## config.mk

```make
export PLATFORM = sky130hd
export DESIGN_NAME = norm_arbiter
export DESIGN_NICKNAME = d
export VERILOG_FILES = /design/src/rtl/norm_arbiter.sv
export SDC_FILE = /design/constraint.sdc
export NUM_CORES = 1
export LEC_CHECK = 0
export ABC_AREA = 1
export CAP_MARGIN = 15
export CORE_MARGIN = 2
export CORE_UTILIZATION = 40
export DETAILED_ROUTE_END_ITERATION = 10
export PLACE_DENSITY = 0.91
export SYNTH_ARGS = -nofsm -noshare
export SYNTH_HDL_FRONTEND = slang
export SYNTH_SLANG_ARGS = --single-unit
export TNS_END_PERCENT = 30
```

## constraint.sdc

```tcl
create_clock -name clk -period 2 [get_ports clk]
set_clock_uncertainty 0.1 [all_clocks]
set_input_delay 0.3 -clock clk [delete_from_list [all_inputs] [get_ports clk]]
set_output_delay 0.3 -clock clk [all_outputs]
set_load 0.005 [all_outputs]
```

## src/rtl/norm_arbiter.sv

```systemverilog
// Arbitrates NUM_REQ operand sources onto one shared normalizer.
// Two-stage pipeline; NORM_ARB_ROUND_ROBIN_EN selects round-robin.
module norm_arbiter #(
  parameter  int DATA_WIDTH = 16,
  parameter  int TAG_WIDTH  = 2,
  localparam int NUM_REQ    = 2**TAG_WIDTH,
  localparam int UW         = DATA_WIDTH + 1,
  localparam int RW         = DATA_WIDTH - 1
) (
  input  logic                 clk,
  input  logic                 rst,
  input  logic [NUM_REQ-1:0]   req_valid,
  input  logic [NUM_REQ*UW-1:0] req_data,
  output logic [NUM_REQ-1:0]   req_ready,
  output logic [UW-1:0]        norm_unnorm,
  input  logic [RW-1:0]        norm_result,
  output logic                 out_valid,
  input  logic                 out_ready,
  output logic [RW-1:0]        out_data,
  output logic [TAG_WIDTH-1:0] out_tag,
  output logic                 busy
);

  logic                 s1_valid_q, s1_valid_d;
  logic [UW-1:0]        s1_data_q, s1_data_d;
  logic [TAG_WIDTH-1:0] s1_tag_q, s1_tag_d;
  logic                 s2_valid_q, s2_valid_d;
  logic [RW-1:0]        s2_data_q, s2_data_d;
  logic [TAG_WIDTH-1:0] s2_tag_q, s2_tag_d;

  logic                 grant_any;
  logic [TAG_WIDTH-1:0] grant_idx;
  logic [NUM_REQ-1:0]   grant;
  logic                 s1_load;
  logic                 s2_load;
  logic                 accept;
  logic [UW-1:0]        sel_data;

`ifdef NORM_ARB_ROUND_ROBIN_EN
  logic [TAG_WIDTH-1:0] ptr_q, ptr_d;
  logic [TAG_WIDTH-1:0] idx;

  // Search valid requesters starting at the pointer, wrapping
  always_comb begin
    grant_any = 1'b0;
    grant_idx = '0;
    idx       = '0;
    for (int k = 0; k < NUM_REQ; k++) begin
      idx = ptr_q + TAG_WIDTH'(k);
      if (!grant_any && req_valid[idx]) begin
        grant_any = 1'b1;
        grant_idx = idx;
      end
    end
  end

  // Pointer moves past the winner only when it is accepted
  always_comb begin
    ptr_d = ptr_q;
    if (accept) begin
      ptr_d = grant_idx + TAG_WIDTH'(1);
    end
  end

  // Pointer register
  always_ff @(posedge clk) begin
    if (rst) begin
      ptr_q <= '0;
    end else begin
      ptr_q <= ptr_d;
    end
  end
`else
  // Fixed priority: lowest valid index wins
  always_comb begin
    grant_any = 1'b0;
    grant_idx = '0;
    for (int k = 0; k < NUM_REQ; k++) begin
      if (!grant_any && req_valid[k]) begin
        grant_any = 1'b1;
        grant_idx = TAG_WIDTH'(k);
      end
    end
  end
`endif

  assign grant = grant_any ?
                 (NUM_REQ'(1) << grant_idx) : '0;

  assign s2_load = s1_valid_q &&
                   (!s2_valid_q || out_ready);
  assign s1_load = !s1_valid_q || s2_load;
  assign accept  = grant_any && s1_load && !rst;

  assign req_ready = accept ? grant : '0;
  assign sel_data  = req_data[grant_idx*UW +: UW];

  // Stage advance; S1 operand cleared when empty
  always_comb begin
    s1_valid_d = s1_valid_q;
    s1_data_d  = s1_data_q;
    s1_tag_d   = s1_tag_q;
    s2_valid_d = s2_valid_q;
    s2_data_d  = s2_data_q;
    s2_tag_d   = s2_tag_q;
    if (s1_load) begin
      s1_valid_d = accept;
      s1_data_d  = accept ? sel_data : '0;
      s1_tag_d   = accept ? grant_idx : '0;
    end
    if (s2_load) begin
      s2_valid_d = 1'b1;
      s2_data_d  = norm_result;
      s2_tag_d   = s1_tag_q;
    end else if (out_ready) begin
      s2_valid_d = 1'b0;
    end
  end

  // Pipeline registers
  always_ff @(posedge clk) begin
    if (rst) begin
      s1_valid_q <= 1'b0;
      s1_data_q  <= '0;
      s1_tag_q   <= '0;
      s2_valid_q <= 1'b0;
      s2_data_q  <= '0;
      s2_tag_q   <= '0;
    end else begin
      s1_valid_q <= s1_valid_d;
      s1_data_q  <= s1_data_d;
      s1_tag_q   <= s1_tag_d;
      s2_valid_q <= s2_valid_d;
      s2_data_q  <= s2_data_d;
      s2_tag_q   <= s2_tag_d;
    end
  end

  assign norm_unnorm = s1_data_q;
  assign out_valid   = s2_valid_q;
  assign out_data    = s2_data_q;
  assign out_tag     = s2_tag_q;
  assign busy        = s1_valid_q | s2_valid_q;

endmodule

```

==> impl_metrics.ini <==
[layout]
fin_area_um2 = 3770
diodes = 0
final_common_cell = clkdlybuf4s50_1
layout_common_cells = clkdlybuf4s50_1, nand2_1, inv_1, nor2_1, o21ai_0
final_layout_size_suffix_gt1_frac = 0.107
finalNonFillerCells = 573
nets = 592
area_growth_pct = 77.4
filler_cell_count = 430

[clock_tree]
cts-root-buf = clkbuf_8
clk_pin_slew_ns = 0.07
cts.sinks = 38
htree_levels = 2
clk_latency_ns = 0.29
cts_tree = done
cts_inserted_buffers = 5
cts_buffer_depth = 2

[critical_path]
cp.required_ns = 1.60
arrival_ns = 1.52
crit_path_end_kind = output pin
crit_fanout = 4
crit_type = reg2out
startpoint_type = flop

[timing]
worst_pin_slew_ns = 0.615
final_max_slew_viol_count = 0
max-slew-margin-rel = 0.589
grt_setup_unrepaired = true
setup_violations = 0
period_share = 0.959
holdWs_ns = 0.352
hold_viol_final = 0
fin_crit_ns = 1.92
fin_ws_ns = 0.0818
final.setup.tns_ns = 0
fmax_mhz = 521

[power]
power.leakage_nw = 1.84
ir_drop_mv = 0.354
power_density_nw_per_um2 = 534

[placed_design]
placed_cells = 561
placed_cell_area_um2 = 3610
place_congestion = 0.962
hpwl_mm = 5.96
io_buffers = 129
place_worst_setup_slack_ns = -0.489

[yosys]
synthMuxAreaShare = 0
synth_nets = 442
yosys_warnings = 0
synth_top_area_cell = dfxtp_1
synth_cell_types = 23
synth_top_area_frac = 0.358
synthTopCellsByArea = dfxtp_1, nand2_1, inv_1
synthCells = 352
synth-adder-area-share = 0
ys_seq_elements = 38
synth_top_family_by_area = simple AND/OR/NAND/NOR gates
synth_compound_area_frac = 0.136
synth_xor_area_frac = 0
ys_seq_area_frac = 0.358
synth-simple-area-share = 0.354
syn_area_um2 = 2130
syn-mean-instance-area_um2 = 6.04

[drt]
ant_nets = 0
wl_per_cell_um = 13.1
firstDrtPassIters = 4
route.vias.total = 2701
drt-vias-per-instance = 4.71
remaining_drc_errors = 0
wl_mm = 7.51
drtIter0Drc = 83

[floorplan]
io_pins = 130
core_um2 = 5110
fp.dieW_um = 76.9
initial_core_util = 0.416
dieArea_um2 = 5920
die_h_um = 76.9
rows = 26

[global_routing]
overflow = 0
antenna_found_initial = 0
grt_use_total = 0.261
grt_start_max_net_pins = 19
grt_pass1_wl_mm = 12.3
grt_pass1_vias = 2697

[run]
cap_violations = 0

[status]
status = finished clean

[worst_hold_path]
hold_class = reg2reg
-- synth_stat cells --
cell	instances
buf_6	3
nor2_4	1
nand4_1	1
nor4_1	1
nand3b_1	1
inv_1	59
a22oi_1	1
clkinv_1	1
inv_4	1
buf_2	2
nor2_1	51
buf_4	2
dfxtp_1	38
o21ai_4	1
clkbuf_1	6
o21ai_0	40
nand2_1	99
inv_2	3
o21ai_1	3
nand2_4	1
nand3_4	1
a21oi_1	10
nand3_1	26
-- what timing repair did --
item / 4_1_cts / 5_1_grt
gates cloned: 0 / 0
setup buffers: 1 / 3
resized for setup: 16 / 14
hold buffers: 0 / 0
pin swaps: 1 / 4
setup endpoints to repair: 21 / 9
-- final timing paths --
path,from,endpoint,slack (ns),depth (start not counted)
worst max register to register,out_valid,out_data[4],0.23,7
worst min register to register,norm_unnorm[1],norm_unnorm[1],0.35,2
worst min-delay path,norm_unnorm[1],norm_unnorm[1],0.35,2
worst max-delay path,out_valid,req_ready[2],0.08,9
-- cell type report --
| class | instances | area (µm²) | area share |
|---|---|---|---|
| tap | 70 | 87.6 | 0.0232 |
| timing repair buffer | 156 | 1510 | 0.399 |
| clock inverter | 2 | 12.5 | 0.00332 |
| multi-input combinational | 237 | 1070 | 0.285 |
| clock buffer | 6 | 82.6 | 0.0219 |
| sequential | 38 | 762 | 0.202 |
| inverter | 64 | 248 | 0.0657 |
-- critical path: stages (launching register included) --
cell and delay [ns]:
dfxtp_2 0.33, inv_2 0.06, nor2_2 0.04, nand2_2 0.08, nand2_2 0.08, nor2_4 0.10, buf_6 0.12, inv_6 0.04
nor4_4 0.24, buf_2 0.15
-- state kept, by name, summed over array words and instances (netlist names) --
| register | count |
|---|---|
| norm_unnorm | 17 |
| out_data | 15 |
| out_valid | 1 |
| s1_tag_q | 2 |
| s1_valid_q | 1 |
| out_tag | 2 |
-- cell families (layout without fill, tap and decap cells) --
logic type,after synthesis,after routing
simple gates,182,182
buf+inv,77,228
compound gates,55,55
flops,38,38
-- power breakdown --
group / internal [W] / total (W) / leakage (nW) / switching (W)
sequential: 0.000817 / 0.000848 / 0.315 / 0.0000302
combinational: 0.000366 / 0.000628 / 1.48 / 0.000262
clock: 0.000277 / 0.000541 / 0.0472 / 0.000264
total: 0.00146 / 0.00202 / 1.84 / 0.000556
-- routing by layer --
metal / up-vias / GRT usage / share of wire
li1: 1373 / - / -
met1: 1202 / 0.291 / 0.41
met2: 112 / 0.474 / 0.51
met3: 14 / 0.0659 / 0.064
met4: 0 / 0.102 / 0.021
met5: - / 0 / 0
-- through the flow --
stage	util	power, W
finish	0.739	0.00202
global route	0.739	0.00214
CTS	0.725	0.00201
detailed placement	0.707	0.00147
global placement	0.707	0.00146
floorplan	-	0.00109
Note: power is estimated with default switching activity, not from simulation.
